===== src/rtl/parametric_serial_subtractor_pkg.sv =====
// ============================================================================
// Module  : parametric_arith_pkg
// Brief   : Shared state encoding and sizing helpers for serial arithmetic.
// Revision: 1.0 - initial release
// ============================================================================
`default_nettype none

package parametric_arith_pkg;

    typedef enum logic [1:0] {
        S_IDLE = 2'd0,
        S_RUN  = 2'd1,
        S_DONE = 2'd2
    } serial_state_t;

    // Bit-index counter width; a 1-bit counter is the floor for tiny widths.
    function automatic int cnt_width(input int w);
        return (w <= 2) ? 1 : $clog2(w);
    endfunction

endpackage

`default_nettype wire


===== src/rtl/parametric_serial_subtractor_fs.sv =====
// ============================================================================
// Module  : full_subtractor
// Brief   : Combinational 1-bit full subtractor, d = x - y - bin.
// Revision: 1.0 - initial release
// ============================================================================
`default_nettype none

module full_subtractor (
    input  logic x,
    input  logic y,
    input  logic bin,
    output logic d,
    output logic bout
);

    assign d    = x ^ y ^ bin;
    assign bout = (~x & y) | (~(x ^ y) & bin);

endmodule

`default_nettype wire


===== src/rtl/parametric_serial_subtractor.sv =====
// ============================================================================
// Module  : parametric_serial_subtractor
// Brief   : Bit-serial unsigned subtractor, LSB first, start/busy/done handshake.
// Revision: 1.0 - initial release
// ============================================================================
`default_nettype none

module parametric_serial_subtractor
    import parametric_arith_pkg::*;
#(
    parameter int WIDTH = 8
) (
    input  logic             clk,
    input  logic             rst_n,
    input  logic             start,
    input  logic [WIDTH-1:0] a,
    input  logic [WIDTH-1:0] b,
    output logic             busy,
    output logic             done,
    output logic [WIDTH-1:0] diff,
    output logic             borrow
);

    localparam int CW = cnt_width(WIDTH);

    serial_state_t    r_state;
    logic [CW-1:0]    r_cnt;
    logic [WIDTH-1:0] r_a;
    logic [WIDTH-1:0] r_b;
    logic [WIDTH-1:0] r_res;
    logic             r_br;
    logic             w_d;
    logic             w_bout;
    logic             w_last;
    logic [WIDTH-1:0] w_res_next;

    assign w_last     = (r_cnt == CW'(WIDTH - 1));
    assign w_res_next = {w_d, r_res[WIDTH-1:1]};

    full_subtractor u_fs (
        .x    (r_a[0]),
        .y    (r_b[0]),
        .bin  (r_br),
        .d    (w_d),
        .bout (w_bout)
    );

    always_ff @(posedge clk or negedge rst_n) begin
        if (!rst_n) begin
            r_state <= S_IDLE;
            r_cnt   <= '0;
            r_a     <= '0;
            r_b     <= '0;
            r_res   <= '0;
            r_br    <= 1'b0;
            busy    <= 1'b0;
            done    <= 1'b0;
            diff    <= '0;
            borrow  <= 1'b0;
        end else begin
            case (r_state)
                S_IDLE: begin
                    if (start) begin
                        r_state <= S_RUN;
                        busy    <= 1'b1;
                        r_a     <= a;
                        r_b     <= b;
                        r_br    <= 1'b0;
                        r_cnt   <= '0;
                    end
                end
                S_RUN: begin
                    r_a   <= r_a >> 1;
                    r_b   <= r_b >> 1;
                    r_res <= w_res_next;
                    r_br  <= w_bout;
                    r_cnt <= r_cnt + CW'(1);
                    // Only the final bit publishes; diff never shows partial results.
                    if (w_last) begin
                        r_state <= S_DONE;
                        diff    <= w_res_next;
                        borrow  <= w_bout;
                        done    <= 1'b1;
                    end
                end
                S_DONE: begin
                    r_state <= S_IDLE;
                    done    <= 1'b0;
                    busy    <= 1'b0;
                end
                default: begin
                    r_state <= S_IDLE;
                    done    <= 1'b0;
                    busy    <= 1'b0;
                end
            endcase
        end
    end

endmodule

`default_nettype wire


===== config.mk =====
export PLATFORM = sky130hd
export DESIGN_NAME = parametric_serial_subtractor
export DESIGN_NICKNAME = d
export VERILOG_FILES = /design/src/rtl/parametric_serial_subtractor_pkg.sv /design/src/rtl/parametric_serial_subtractor_fs.sv /design/src/rtl/parametric_serial_subtractor.sv
export SDC_FILE = /design/constraint.sdc
export NUM_CORES = 1
export LEC_CHECK = 0
export ABC_CLOCK_PERIOD_IN_PS = 2200
export BUFFER_PORTS_ARGS = -buffer_cell sky130_fd_sc_hd__clkbuf_2
export CAP_MARGIN = 5
export CORE_UTILIZATION = 54
export DETAILED_ROUTE_END_ITERATION = 16
export MAX_ROUTING_LAYER = met4
export PLACE_DENSITY_LB_ADDON = 0.2
export SETUP_SLACK_MARGIN = 0.1
export SLEW_MARGIN = 25
export SYNTH_ARGS = -nofsm -noshare
export SYNTH_HDL_FRONTEND = slang
export SYNTH_SLANG_ARGS = --single-unit

===== constraint.sdc =====
create_clock -name clk -period 2.2 [get_ports clk]
set_clock_uncertainty 0.05 [all_clocks]
set_input_delay 0.44 -clock clk [delete_from_list [all_inputs] [get_ports clk]]
set_output_delay 0.44 -clock clk [all_outputs]
set_load 0.02 [all_outputs]

Word level (Yosys, flattened, before mapping) --
Cells that the tools add are included.
Storage, ports and cells: register bits after elaboration 41, input bits 19
Cells by class: add/sub/neg operators 1, equal/unequal tests 4, mux-type cells 15, bitwise operators 9, reduce and logical (&&, ||, !) cells 7
Operators by type and width (number):
- $pmux W8 S2 | 2
- $mux W8 | 2
- $reduce_and A2 Y1 | 5
- $pmux W1 S2 | 3
- $pmux W3 S2 | 1
- $mux W2 | 2
- $ne A2 B2 Y1 const B | 2
- $not A1 Y1 | 4
- $pmux W2 S2 | 1
- $add A3 B1 Y3 const B | 1
- $eq A3 B3 Y1 const B | 1
- $mux W1 | 3
- $mux W3 | 1
- $and A1 B1 Y1 | 2
- $eq A2 B1 Y1 const B | 1
- $logic_not A2 Y1 | 1
- $reduce_bool A2 Y1 | 1
- $xor A1 B1 Y1 | 2
- $or A1 B1 Y1 | 1

Longest topological paths before layout --
depth after elaboration 5, depth in mapped cells 6, gate-level depth less buffers 5

Cells and area by module --
Synthesis repeated with hierarchy kept, for this count alone.
Second synthesis, totals: cell total of the unflattened synthesis 123, area, all modules 1756.7 um2
By module, submodules not included:
- parametric_serial_subtractor | instances 1, cells each 119, area an instance 1725.4 um2
- full_subtractor | instances 1, cells each 4, area an instance 31.3 um2

Worst setup path after synthesis --
No wires, ideal clock.
path type reg2reg, from register r_cnt[0], to register diff[1], library setup time 0.125 ns, data arrival time 1.388 ns, slack 0.637 ns, cell stages (with the launch flop) 6, buffers on the path 1, period minus slack after synthesis 1.563 ns, cells stage by stage dfrtp_1 ha_1 ha_1 nand3b_1 buf_2 mux2_2
Between the ends: word-level cells in the longest chain between the ends 2
RTL lines:
- from (decl) | line parametric_serial_subtractor.sv:27 | logic [CW-1:0] r_cnt;
- from (signal assigned) | line parametric_serial_subtractor.sv:77 | r_cnt <= r_cnt + CW'(1);
- $eq A3 B3 Y1 | line parametric_serial_subtractor.sv:37 | assign w_last = (r_cnt == CW'(WIDTH - 1));
- $reduce_and A2 Y1 (no source line)
- to (signal assigned) | line parametric_serial_subtractor.sv:81 | diff <= w_res_next;
- to (decl) | line parametric_serial_subtractor.sv:20 | output logic [WIDTH-1:0] diff,
Every way passes these cells. A chain may end at the register's enable or synchronous reset.

Final worst setup path --
from register r_cnt[0], to register diff[3]
Same word-level chain as after synthesis.

==> impl_results.md <==
- Yosys cell types: 24
- Slew @ Worst Pin: between 0.6 and 0.7 ns
- Gpl congestion: 0.8344
- Fill cells: 220
- Most common cell after layout, fill and taps aside: dfrtp_1
- Commonest non-fill, non-tap cells in the layout: dfrtp_1 (40), clkbuf_2 (29), o22ai_1 (24)
- Seq/Total Area, Yosys: approximately 59%
- Layout Cells excl Fill: between 200 and 250
- Pwr Total: 0.002963 W
- First-pass GRT wire length: 5478 µm
- Cell row count: 19
- Num CTS Buffers: 5
- Initial DRC count: 74
- CTS sink cnt: 40
- Initial antenna violation count: 0
- CP required: ~2.4 ns
- Core ar.: between 2000 and 3000 µm²
- CP max FO: 11
- Nets@finish: 193
- I/O Buffers: 29
- Max Cap Violations: 0
- Vias: around 1,200
- Worst Reg-to-Reg Cells: 4
- Final Hold Viols: 0
- Die W: 58.10 µm
- Period utilisation layout: around four fifths
- P&R area growth vs syn: 14.65%
- Final WL: approximately 3300 µm
- CP arrival: 1.99 ns
- Via/cell ratio: just under 6
- Layout cells sized above 1: 34.30%
- ANT nets after route: 0
- GR Overflow Total: 0
- F_max: between 500 and 600 MHz
- Type of the worst setup path: register to register
- Power Density: approximately 1500 nW/µm²
- # setup viols final: 0
- Slew Limit Fails: 0
- GRT Resource Usage Total: a little under a quarter
- Slew HR: 56.53%
- CTS tree: done
- Syn Std Cell Area: roughly 1700 µm²
- DP HPWL: 2313 µm
- Crit start category: register
- Fin Setup TNS: 0 ns
- DRC Markers: 0
- Synthesized net count: between 150 and 200
- Static Leak: around 0.9 nW
- Avg Cell Area, Syn: roughly 12 µm²
- Mapped Cells: ~140
- Minimum clock period: around 1.8 ns
- I/O Pins: 30
- WL/cell: approximately 15 µm
- Clock H-tree levels: 2
- Synth warnings: 0
- Diode count: 0
- Hold_buf cts: 0
- Reg2reg end: diff[3]
- Placed Cells: about 210
- Yosys reg bits: 40
- Maximum vdd ir drop: 0.0009027 V
- Clock buffer depth: 2
- Pin count of the biggest net entering global routing: 27
- Detailed Routing Iterations Pass 1: 4
- Worst setup EP type: register
- Worst reg2reg startpoint: r_cnt[0]
- Status: complete, no violations
- # Post-CTS Setup Buffers: 0
- RSZ-0062 raised after global routing: no
- Initial Util: between 50% and 60%
- Clk Latency, worst-skew pair: between 0.3 and 0.4 ns
- CTS root buf: clkbuf_4
- Die Y: just under 60 µm
- Worst hold path type: primary input to async pin
- Cts repair resizes: 0
- Worst-path clk slew: 0.12 ns
- R2R setup slack: just over 0.4 ns
- Vias in the first global route: between 1,000 and 1,500
- Die area: 3375 µm²
==> cell usage after synthesis <==
| master | number | area share, % |
|---|---|---|
| ha_1 | 2 | 1.5 |
| a21oi_2 | 1 | 0.52 |
| fa_1 | 1 | 1.2 |
| inv_1 | 6 | 1.3 |
| nor2b_1 | 1 | 0.37 |
| or4b_4 | 1 | 0.81 |
| nor2_1 | 4 | 0.88 |
| nand2_1 | 5 | 1.1 |
| a22o_1 | 2 | 1.0 |
| a21oi_1 | 15 | 4.4 |
| o21ai_0 | 7 | 2.1 |
| o22ai_1 | 24 | 8.8 |
| nand2b_1 | 2 | 0.74 |
| o21bai_1 | 1 | 0.44 |
| or2_2 | 1 | 0.37 |
| o32ai_1 | 1 | 0.52 |
| clkbuf_1 | 1 | 0.22 |
| buf_2 | 7 | 2.1 |
| mux2_2 | 15 | 9.9 |
| dfrtp_1 | 40 | 59 |
| nand3b_1 | 1 | 0.44 |
| buf_6 | 2 | 1.3 |
| o21ai_2 | 1 | 0.52 |
| a221oi_1 | 1 | 0.52 |
==> power by group <==
part	total [W]	internal [W]	switching, W
registers	0.00135	0.00109	0.000259
logic	0.00110	0.000511	0.000590
clock network	0.000516	0.000272	0.000244
==> worst max path at each step <==
stage	from	slack, ns	depth (start not counted)	to
6_report	r_cnt[0]	0.41	4	diff[3]
5_1_grt	r_cnt[0]	0.32	4	diff[1]
4_1_cts	r_cnt[0]	0.41	4	diff[3]
3_5_place_dp	r_cnt[0]	0.42	4	diff[3]
3_3_place_gp	r_cnt[0]	0.48	4	diff[7]
2_1_floorplan	r_cnt[0]	0.64	5	diff[1]
==> metal layers <==
layer / part of all wire, % / wire (µm) / track usage, % / vias to the layer above
met5: 0 / 0 / - / -
met4: 2.5 / 82 / 12.93 / 0
met3: 5.7 / 187 / 4.911 / 10
met2: 50 / 1663 / 36.45 / 49
met1: 41 / 1368 / 27.66 / 602
li1: - / - / - / 580
==> logic make-up (layout without fill, tap and decap cells) <==
group / after synthesis / in the layout / synth area share (%)
and+or+nand+nor: 15 / 15 / 4.713
AOI/OAI and AO/OA: 53 / 53 / 18.85
adders and majority gates: 3 / 3 / 2.651
DFF: 40 / 40 / 58.91
muxes: 15 / 15 / 9.941
buffers and inverters: 16 / 46 / 4.933
==> worst max-delay path, cell delays in order (launching register included) <==
cell	delay, ns
dfrtp_1	0.42
ha_1	0.21
ha_1	0.21
nand3b_1	0.40
mux2_2	0.40
==> final cells by class <==
type                            count  area (µm²)  share of cell area, %
Clock buffer                        6       51.30                  2.633
Clock inverter                      2       38.79                  1.991
Inverter                            6       22.52                  1.156
Multi-Input combinational cell     86       614.3                  31.53
Sequential cell                    40        1001                  51.38
Tap cell                           42       52.55                  2.697
Timing Repair Buffer               32       167.7                  8.606
==> flip-flops by register name, indices dropped and copies added (netlist names), 2 cells and up <==
| name | count |
|---|---|
| diff | 8 |
| r_a | 8 |
| r_b | 8 |
| r_res | 7 |
| r_cnt | 3 |
| r_state | 2 |
==> stage by stage <==
stage / util (%) / hold WS (ns) / area [µm²] / setup slack, ns
finish: 67.73 / 0.03903 / 1948 / 0.4146
global route: 67.73 / 0.07166 / 1948 / 0.3189
CTS: 67.73 / 0.03892 / 1948 / 0.4132
detailed placement: 64.59 / 0.4426 / 1858 / 0.4240
global placement: 64.59 / 0.4167 / 1858 / 0.4815
floorplan: - / 0.09441 / 1699 / 0.6373
No activity file was read; power rests on OpenSTA's default activity.
